## src/rtl/biriscv_mem_resp_pkg.sv

```systemverilog
// Shared size codes, exception codes and FSM encoding for the biriscv load/store response path.
package biriscv_mem_resp_pkg;

  localparam logic [2:0] F3_LB  = 3'b000;
  localparam logic [2:0] F3_LH  = 3'b001;
  localparam logic [2:0] F3_LW  = 3'b010;
  localparam logic [2:0] F3_LBU = 3'b100;
  localparam logic [2:0] F3_LHU = 3'b101;

  localparam logic [5:0] EXC_MISALIGNED_LOAD  = 6'h14;
  localparam logic [5:0] EXC_FAULT_LOAD       = 6'h15;
  localparam logic [5:0] EXC_MISALIGNED_STORE = 6'h16;
  localparam logic [5:0] EXC_FAULT_STORE      = 6'h17;

  typedef enum logic [1:0] {SZ_B = 2'd0, SZ_H = 2'd1, SZ_W = 2'd2} lsu_size_e;

  typedef struct packed {
    lsu_size_e size;
    logic      sign;
  } lsu_fmt_t;

  // state | meaning
  // IDLE  | no access | REQ   | request on the bus, waiting for accept
  // WAIT  | accepted, waiting for ack | MISAL | misaligned access reporting its exception
  // DRAIN | squashed access, swallowing its ack
  typedef enum logic [2:0] {
    ST_IDLE  = 3'd0,
    ST_REQ   = 3'd1,
    ST_WAIT  = 3'd2,
    ST_MISAL = 3'd3,
    ST_DRAIN = 3'd4
  } lsu_state_e;

  function automatic lsu_fmt_t decode_fmt(input logic [2:0] funct3);
    lsu_fmt_t f;
    f.size = SZ_W;
    f.sign = 1'b0;
    case (funct3)
      F3_LB:  begin f.size = SZ_B; f.sign = 1'b1; end
      F3_LH:  begin f.size = SZ_H; f.sign = 1'b1; end
      F3_LW:  f.size = SZ_W;
      F3_LBU: f.size = SZ_B;
      F3_LHU: f.size = SZ_H;
      default: f.size = SZ_W;
    endcase
    return f;
  endfunction

  function automatic logic is_misaligned(input lsu_size_e size, input logic [1:0] lo);
    return ((size == SZ_H) && lo[0]) || ((size == SZ_W) && (lo != 2'b00));
  endfunction

endpackage

```

## src/rtl/biriscv_lsu_align.sv

```systemverilog
// Load lane extraction with sign/zero extension, and store lane replication with byte strobes.
module biriscv_lsu_align
  import biriscv_mem_resp_pkg::*;
(
  input  logic [31:0] rd_data_i,
  input  logic [1:0]  rd_offset_i,
  input  lsu_size_e   rd_size_i,
  input  logic        rd_sign_i,
  output logic [31:0] rd_result_o,
  input  logic [31:0] wr_data_i,
  input  logic [1:0]  wr_offset_i,
  input  lsu_size_e   wr_size_i,
  output logic [31:0] wr_data_o,
  output logic [3:0]  wr_strb_o
);

  logic [31:0] rd_shift;

  assign rd_shift = rd_data_i >> {rd_offset_i, 3'b000};

  always_comb begin
    case (rd_size_i)
      SZ_B:    rd_result_o = {{24{rd_sign_i & rd_shift[7]}}, rd_shift[7:0]};
      SZ_H:    rd_result_o = {{16{rd_sign_i & rd_shift[15]}}, rd_shift[15:0]};
      default: rd_result_o = rd_shift;
    endcase
  end

  always_comb begin
    case (wr_size_i)
      SZ_B: begin
        wr_data_o = {4{wr_data_i[7:0]}};
        wr_strb_o = 4'b0001 << wr_offset_i;
      end
      SZ_H: begin
        wr_data_o = {2{wr_data_i[15:0]}};
        wr_strb_o = 4'b0011 << {wr_offset_i[1], 1'b0};
      end
      default: begin
        wr_data_o = wr_data_i;
        wr_strb_o = 4'hF;
      end
    endcase
  end

endmodule

```

## src/rtl/biriscv_mem_resp.sv

```systemverilog
// biriscv_mem_resp: E1/E2 load/store unit driving a single-outstanding data-memory request.
// The alignment check and MISAL state exist only when BIRISCV_LSU_MISALIGN_EN is defined.
module biriscv_mem_resp
  import biriscv_mem_resp_pkg::*;
#(
  parameter int unsigned SUPPORT_MISALIGN_CHECK = 1
) (
  input  logic        clk_i,
  input  logic        rst_i,
  input  logic        load_e1_i,
  input  logic        store_e1_i,
  input  logic [31:0] opcode_e1_i,
  input  logic [31:0] operand_ra_e1_i,
  input  logic [31:0] operand_rb_e1_i,
  input  logic        stall_i,
  input  logic        squash_i,
  output logic        mem_complete_o,
  output logic [31:0] mem_result_e2_o,
  output logic [5:0]  mem_exception_e2_o,
  output logic        lsu_busy_o,
  output logic [31:0] mem_addr_o,
  output logic [31:0] mem_data_wr_o,
  output logic        mem_rd_o,
  output logic [3:0]  mem_wr_o,
  input  logic        mem_accept_i,
  input  logic        mem_ack_i,
  input  logic [31:0] mem_data_rd_i,
  input  logic        mem_error_i
);

  lsu_state_e  state_q, state_d;
  logic [31:0] addr_q, addr_d;
  logic [31:0] wdata_q, wdata_d;
  logic        mem_rd_q, mem_rd_d;
  logic [3:0]  mem_wr_q, mem_wr_d;
  lsu_size_e   size_q, size_d;
  logic        sign_q, sign_d;
  logic        store_q, store_d;
  logic [1:0]  offset_q, offset_d;

  logic [11:0] imm_e1;
  logic [31:0] addr_e1;
  lsu_fmt_t    fmt_e1;
  logic [1:0]  offset_e1;
  logic        misal_e1;
  logic        access_e1;
  logic        issue_e1;
  logic [31:0] wr_data_e1;
  logic [3:0]  wr_strb_e1;
  logic [31:0] rd_result;
  logic        unused_ok;

  assign imm_e1    = store_e1_i ? {opcode_e1_i[31:25], opcode_e1_i[11:7]} : opcode_e1_i[31:20];
  assign addr_e1   = operand_ra_e1_i + {{20{imm_e1[11]}}, imm_e1};
  assign fmt_e1    = decode_fmt(opcode_e1_i[14:12]);
  assign access_e1 = (load_e1_i | store_e1_i) & ~stall_i & ~squash_i;

  // Lane offset is truncated to the access size, so unchecked misaligned accesses stay in-lane.
  always_comb begin
    case (fmt_e1.size)
      SZ_B:    offset_e1 = addr_e1[1:0];
      SZ_H:    offset_e1 = {addr_e1[1], 1'b0};
      default: offset_e1 = 2'b00;
    endcase
  end

`ifdef BIRISCV_LSU_MISALIGN_EN
  assign misal_e1  = (SUPPORT_MISALIGN_CHECK != 0) && is_misaligned(fmt_e1.size, addr_e1[1:0]);
  assign unused_ok = ^{opcode_e1_i[19:15], opcode_e1_i[6:0]};
`else
  assign misal_e1  = 1'b0;
  assign unused_ok = ^{opcode_e1_i[19:15], opcode_e1_i[6:0], (SUPPORT_MISALIGN_CHECK != 0)};
`endif

  biriscv_lsu_align u_align (
    .rd_data_i   (mem_data_rd_i),
    .rd_offset_i (offset_q),
    .rd_size_i   (size_q),
    .rd_sign_i   (sign_q),
    .rd_result_o (rd_result),
    .wr_data_i   (operand_rb_e1_i),
    .wr_offset_i (offset_e1),
    .wr_size_i   (fmt_e1.size),
    .wr_data_o   (wr_data_e1),
    .wr_strb_o   (wr_strb_e1)
  );

  always_comb begin
    state_d  = state_q;
    addr_d   = addr_q;
    wdata_d  = wdata_q;
    mem_rd_d = mem_rd_q;
    mem_wr_d = mem_wr_q;
    size_d   = size_q;
    sign_d   = sign_q;
    store_d  = store_q;
    offset_d = offset_q;
    issue_e1 = 1'b0;

    case (state_q)
      ST_IDLE: issue_e1 = access_e1;
      ST_REQ: begin
        if (mem_accept_i) begin
          mem_rd_d = 1'b0;
          mem_wr_d = 4'h0;
          state_d  = squash_i ? ST_DRAIN : ST_WAIT;
        end else if (squash_i) begin
          mem_rd_d = 1'b0;
          mem_wr_d = 4'h0;
          state_d  = ST_IDLE;
        end
      end
      ST_WAIT: begin
        if (mem_ack_i) begin
          state_d  = ST_IDLE;
          issue_e1 = access_e1;
        end else if (squash_i) begin
          state_d = ST_DRAIN;
        end
      end
`ifdef BIRISCV_LSU_MISALIGN_EN
      ST_MISAL: begin
        state_d  = ST_IDLE;
        issue_e1 = access_e1;
      end
`endif
      ST_DRAIN: if (mem_ack_i) state_d = ST_IDLE;
      default: state_d = ST_IDLE;
    endcase

    if (issue_e1) begin
      state_d  = misal_e1 ? ST_MISAL : ST_REQ;
      addr_d   = {addr_e1[31:2], 2'b00};
      wdata_d  = store_e1_i ? wr_data_e1 : 32'h0;
      mem_rd_d = ~store_e1_i & ~misal_e1;
      mem_wr_d = (store_e1_i & ~misal_e1) ? wr_strb_e1 : 4'h0;
      size_d   = fmt_e1.size;
      sign_d   = fmt_e1.sign;
      store_d  = store_e1_i;
      offset_d = offset_e1;
    end
  end

  always_ff @(posedge clk_i) begin
    if (rst_i) begin
      state_q  <= ST_IDLE;
      addr_q   <= 32'h0;
      wdata_q  <= 32'h0;
      mem_rd_q <= 1'b0;
      mem_wr_q <= 4'h0;
      size_q   <= SZ_B;
      sign_q   <= 1'b0;
      store_q  <= 1'b0;
      offset_q <= 2'b00;
    end else begin
      state_q  <= state_d;
      addr_q   <= addr_d;
      wdata_q  <= wdata_d;
      mem_rd_q <= mem_rd_d;
      mem_wr_q <= mem_wr_d;
      size_q   <= size_d;
      sign_q   <= sign_d;
      store_q  <= store_d;
      offset_q <= offset_d;
    end
  end

  // Completion, data and exception are combinational from the ack so loads add no latency.
  always_comb begin
    mem_complete_o     = 1'b0;
    mem_result_e2_o    = 32'h0;
    mem_exception_e2_o = 6'h0;
    if ((state_q == ST_WAIT) && mem_ack_i) begin
      mem_complete_o = 1'b1;
      if (mem_error_i) begin
        mem_exception_e2_o = store_q ? EXC_FAULT_STORE : EXC_FAULT_LOAD;
      end else if (!store_q) begin
        mem_result_e2_o = rd_result;
      end
    end
`ifdef BIRISCV_LSU_MISALIGN_EN
    if (state_q == ST_MISAL) begin
      mem_complete_o     = 1'b1;
      mem_exception_e2_o = store_q ? EXC_MISALIGNED_STORE : EXC_MISALIGNED_LOAD;
    end
`endif
  end

  assign lsu_busy_o    = (state_q == ST_DRAIN);
  assign mem_addr_o    = addr_q;
  assign mem_data_wr_o = wdata_q;
  assign mem_rd_o      = mem_rd_q;
  assign mem_wr_o      = mem_wr_q;

endmodule
```

## config.mk

```make
export PLATFORM = sky130hd
export DESIGN_NAME = biriscv_mem_resp
export DESIGN_NICKNAME = d
export VERILOG_FILES = /design/src/rtl/biriscv_mem_resp_pkg.sv /design/src/rtl/biriscv_lsu_align.sv /design/src/rtl/biriscv_mem_resp.sv
export SDC_FILE = /design/constraint.sdc
export NUM_CORES = 1
export LEC_CHECK = 0
export BUFFER_PORTS_ARGS = -buffer_cell sky130_fd_sc_hd__buf_2
export CAP_MARGIN = 20
export CORE_AREA = 2 2 106 108
export DETAILED_ROUTE_END_ITERATION = 16
export DIE_AREA = 0 0 108 110
export PLACE_DENSITY = 0.86
export REMOVE_ABC_BUFFERS = 1
export SYNTH_ARGS = -nofsm -noshare
export SYNTH_HDL_FRONTEND = slang
export SYNTH_SLANG_ARGS = --single-unit
```

## constraint.sdc

```tcl
create_clock -name clk_i -period 5.55 [get_ports clk_i]
set_input_delay 0.2775 -clock clk_i [delete_from_list [all_inputs] [get_ports clk_i]]
set_output_delay 0.2775 -clock clk_i [all_outputs]
set_load 0.005 [all_outputs]
```

=== Word-level counts from Yosys, hierarchy flattened ===
Cells that the tools add are included.

* Reductions and logical operators: 14
* $add $sub $neg: 1
* Div/mod/pow operators: 0
* Shift operators: 3
* Equality and inequality tests: 15
* Multiply operators: 0
* Magnitude comparators: 0
* Bitwise operators: 9
* Muxes and demuxes: 34

{| class="wikitable"
|+ Operators with widths
! operator !! count
|-
| $mux 32 || 4
|-
| $pmux 32 s2 || 2
|-
| $add 32x32->32 || 1
|-
| $shr 32x5->32 || 1
|-
| $mux 4 || 5
|-
| $mux 3 || 6
|-
| $mux 5 || 3
|-
| $pmux 3 s4 || 1
|-
| $eq 3x3->1 const B || 3
|-
| $mux 1 || 8
|-
| $ne 4x4->1 const B || 2
|-
| $pmux 2 s2 || 2
|-
| $pmux 4 s2 || 1
|-
| $reduce_and 4->1 || 2
|-
| $reduce_or 2->1 || 4
|-
| $eq 3x1->1 const B || 2
|-
| $logic_not 3->1 || 2
|-
| $ne 3x3->1 const B || 2
|-
| $and 1x1->1 || 4
|-
| $eq 2x1->1 const B || 2
|-
| $logic_not 2->1 || 2
|-
| $not 1->1 || 4
|-
| $shl 1x2->4 const A || 1
|-
| $shl 2x2->4 const A || 1
|-
| 11 further kinds || 11
|}

* Bits in latches: 0
* RAM bits: 0
* Bits of input ports: 137
* Flip-flop bits (word level): 76
* Memories: 0
* Memory bits (read-only): 0
* Logic and storage cells: 86

=== Depth between registers and ports, before layout ===
* Depth in word-level cells: 9
* Depth in mapped cells: 13
* Gate-level depth less buffers: 12

=== Cells and area by module ===
A second synthesis with hierarchy kept.

* Cells, all modules: 736
* Area, all modules: 6105.9 µm²

{| class="wikitable"
|+ Modules (own cells, without submodules)
! module !! area an instance (µm²) !! seq. area each (µm²) !! times used !! cells each
|-
| biriscv_mem_resp || 4839.6 || 1521.5 || 1 || 570
|-
| biriscv_lsu_align || 1266.2 || 0.0 || 1 || 166
|}

=== Worst setup path after synthesis ===
No wires, ideal clock.

* Path type: input to register
* Start point: in store_e1_i
* End point: reg addr_q[26] (netlist: mem_addr_o[26])
* Path buffers: 1
* Arrival: 2.828 ns
* Setup slack: 2.604 ns
* Setup time: 0.117 ns
* Cell stages on the path: 13
* Path through: clkbuf_1 -> mux2_2 -> ha_1 -> inv_1 -> fa_1 -> nor2b_1 -> o2111ai_1 -> a21oi_1 -> o21ai_2 -> a21boi_1 -> o31a_1 -> or3_1 -> a32o_1

* Longest elaborated chain between the ends: 5

{| class="wikitable"
|+ Ends and longest elaborated chain
! what !! line !! RTL
|-
| start: declaration || biriscv_mem_resp.sv:11 || <nowiki>input logic store_e1_i,</nowiki>
|-
| parallel branches: the longest is 5 deep, another holds $add 32x32->32 || n/a ||
|-
| end signal: assignment || biriscv_mem_resp.sv:157 || <nowiki>addr_q <= addr_d;</nowiki>
|-
| end: declaration || biriscv_mem_resp.sv:32 || <nowiki>logic [31:0] addr_q, addr_d;</nowiki>
|}

Parallel ways; which one is timed is not known.
A chain may end at the register's enable or synchronous reset.

=== Final worst setup path ===
* Start point: reg offset_q[1]
* End point: out mem_result_e2_o[30]

* Longest elaborated chain between the ends: 6

{| class="wikitable"
|+ Ends and longest elaborated chain
! what !! line !! RTL
|-
| start: declaration || biriscv_mem_resp.sv:39 || <nowiki>logic [1:0] offset_q, offset_d;</nowiki>
|-
| start signal: assignment || biriscv_mem_resp.sv:164 || <nowiki>offset_q <= offset_d;</nowiki>
|-
| $shr 32x5->32 (*) || biriscv_lsu_align.sv:19 || <nowiki>assign rd_shift = rd_data_i >> {rd_offset_i, 3'b000};</nowiki>
|-
| $and 1x1->1 (on tied branches) || biriscv_lsu_align.sv:24, biriscv_lsu_align.sv:23 ||
|-
| $pmux 32 s2 (*) || biriscv_lsu_align.sv:22 || <nowiki>case (rd_size_i)</nowiki>
|-
| $mux 32 (*) || biriscv_mem_resp.sv:177 || <nowiki>end else if (!store_q) begin</nowiki>
|-
| $mux 32 (*) || biriscv_mem_resp.sv:175 || <nowiki>if (mem_error_i) begin</nowiki>
|-
| $mux 32 (*) || biriscv_mem_resp.sv:173 || <nowiki>if ((state_q == ST_WAIT) && mem_ack_i) begin</nowiki>
|-
| end: declaration || biriscv_mem_resp.sv:18 || <nowiki>output logic [31:0] mem_result_e2_o,</nowiki>
|}

Mark *: on every way between the ends. The rest lies on a longest branch, timed or not.

==> results.json <==
{
  "grt_setup_unrepaired": "no",
  "multi_input_area_um2": 3740,
  "critPathArrivalTime_ns": 2.90,
  "fin_skew_ns": 0.0115,
  "worst_setup_path_start_kind": "flop",
  "initialDrtViolationCount": 534,
  "die_w_um": 108,
  "fin_nets": 1092,
  "dominantRegCellSynth": "dfxtp_1",
  "route.detailed.drc": 0,
  "cts_root_buf": "clkbuf_8",
  "ys_types": 69,
  "worstPathCellList": "buf_4, nor2b_1, nand2_1, o21ai_0, nand2_1, o21ai_0, a21oi_1, or2_2, a21oi_1, buf_2",
  "status": "completed",
  "seq_area_um2": 1520,
  "synthTopCellsByArea": "dfxtp_1 28%, mux2i_1 8.2%, a21oi_1 7.3%, ha_1 7.1%, nand2_1 6.8%",
  "cp_slowest_cell": "dfxtp_1",
  "fin_tns_setup_ns": 0,
  "cts_resized": 0,
  "report.final.slew_viol_count": 0,
  "grt_max_degree": 46,
  "wire_per_inst_um": 15.8,
  "power.total_mw": 1.41,
  "cts_tree": "built",
  "max_stage_delay_ns": 0.52,
  "min_period_ns": 3.18,
  "ys_warn_count": 0,
  "area_growth_pct": 25.2,
  "gp_congestion": 0.901,
  "crit_required_ns": 5.27,
  "finalSetupViolations": 0,
  "dieHeight_um": 110,
  "drt_first_pass_iters": 6,
  "port-buffer-count": 229,
  "cts_sinks": 76,
  "ys_ff_latch": 76,
  "post_route_cells_drive_above_1_share": 0.294,
  "vias": 6190,
  "ant_nets": 0,
  "ioPinCount": 246,
  "cts_max_path_buffers": 2,
  "cellLeakagePower_nw": 3.33,
  "cts_setup_buffers": 0,
  "core-area_um2": 10700,
  "grt_antenna_before_repair": 2,
  "holdBufCountCts": 0,
  "fin_util": 0.644,
  "final-hold-violation-count": 0,
  "period_share": 0.572,
  "netlist.area_leader.share": 0.277,
  "grt_pass1_vias": 5468,
  "synthCells": 722,
  "async_flop_share": 0,
  "synth_area_um2": 5500,
  "routed_via_density": 5.79,
  "hp-class": "in -> reg",
  "clkLatencyLatePin_ns": 0.35,
  "peakVddDrop_v": 0.000116,
  "synth_area_leader_cell": "dfxtp_1",
  "dieArea_um2": 11900,
  "worstSetupEndpointType": "output pin",
  "relSlewSlack": 0.350,
  "worst_pin_slew_ns": 0.973,
  "grt_pass1_wl_mm": 25.6,
  "postSynthAreaPerCell_um2": 7.62,
  "rows": 38,
  "fillCellCount": 970,
  "htreeDepth": 3,
  "max_freq_mhz": 315,
  "numCtsBuffers": 9,
  "cp_max_fo": 19,
  "overflow": 0,
  "start_util": 0.514,
  "seq_area_frac_synth": 0.277,
  "power.density_nw_per_um2": 204,
  "grt_usage": 0.266,
  "path_class": "reg -> out",
  "synth_edf_count": 0,
  "clkSlewWorstSetupHoldPaths_ns": 0.09,
  "hpwl_mm": 12.5,
  "drt-total-wl_mm": 16.9,
  "max-cap-violations": 0
}
[registers in the layout, indices dropped and copies added (netlist names), 2 cells and up]
name / count
mem_data_wr_o: 32
mem_addr_o: 30
mem_wr_o: 4
size_q: 2
state_q: 3
offset_q: 2
[synth_stat cells (15+ instances only)]
library cell / instances
clkbuf_1: 39
mux2i_1: 45
a21oi_1: 80
nor2_1: 48
a211oi_1: 16
dfxtp_1: 76
nand3_1: 24
o21ai_0: 58
inv_1: 15
a21o_1: 18
ha_1: 31
nand2_1: 99
[kinds of logic after synthesis]
group,Yosys count,synth area share
flip-flops,76,0.277
other,1,0.000682
AO/OA/AOI/OAI,241,0.275
multiplexers,50,0.0921
AND/OR/NAND/NOR,244,0.211
XOR/XNOR,14,0.0223
adder cells (fa/ha/maj),32,0.0742
buffers and inverters,64,0.0480
[worst max-delay path: cells and delay by family, from the launching register on]
family | cells | cell delay (ns)
buffers and inverters | 2 | 0.49
flip-flops | 1 | 0.52
AND/OR/NAND/NOR | 4 | 1.09
AO/OA/AOI/OAI | 4 | 0.44
[per-layer routing]
layer	routed length, um	vias to the layer above	global-route usage
met4	496	2	0.125
met5	13	-	0
met3	1390	47	0.0541
li1	-	3041	-
met2	8270	279	0.477
met1	6720	2821	0.305
[layout by cell type (no fill, tap or decap), types with 5 or more instances in the layout]
cell type,count
ha_1,31
a211oi_1,16
a31oi_1,5
xnor2_1,7
nand2_1,99
nand4_1,9
inv_1,15
nor3_1,9
o21ai_0,58
dfxtp_1,76
mux2i_1,45
nor2_1,47
nand3_1,24
o21bai_1,6
nor2b_1,14
a22o_1,8
xor2_1,7
clkbuf_8,9
o21a_1,13
o211ai_1,5
buf_4,5
buf_2,229
a21o_1,18
a21oi_1,80
and3_1,9
mux2_2,5
[through the flow]
step                      hold slack [ns]  instance area [um2]  instances  setup slack [ns]
after floorplan                     0.347                 5310        677              2.79
after global placement              0.429                 6680       1051              2.39
after detailed placement            0.439                 6680       1051              2.33
after CTS                           0.161                 6870       1067              2.42
after global routing                0.169                 6890       1069              2.16
final                               0.173                 6890       1069              2.37
[worst paths after layout]
kind                                     from  depth (start not counted)  slack (ns)                  end
worst max-delay path              offset_q[1]                         10        2.37  mem_result_e2_o[30]
worst min-delay path                 squash_i                          2        0.17           state_q[1]
worst max register to register     state_q[0]                          5        3.13          mem_wr_o[2]
worst min register to register  mem_addr_o[3]                          2        0.45        mem_addr_o[3]
[area by class of cell]
type / instances / area share
inverter: 16 / 0.00872
multi-input combinational: 585 / 0.543
sequential: 76 / 0.221
timing repair buffer: 235 / 0.173
clock inverter: 7 / 0.0102
antenna: 1 / 0.000363
tap: 140 / 0.0254
clock buffer: 9 / 0.0180
[where the power goes]
part / internal (mW) / switching (mW) / total (mW)
logic: 0.171 / 0.228 / 0.398
clock network: 0.174 / 0.245 / 0.419
registers: 0.572 / 0.0160 / 0.588
total: 0.917 / 0.489 / 1.41
Power figures use the tool's default switching activity.
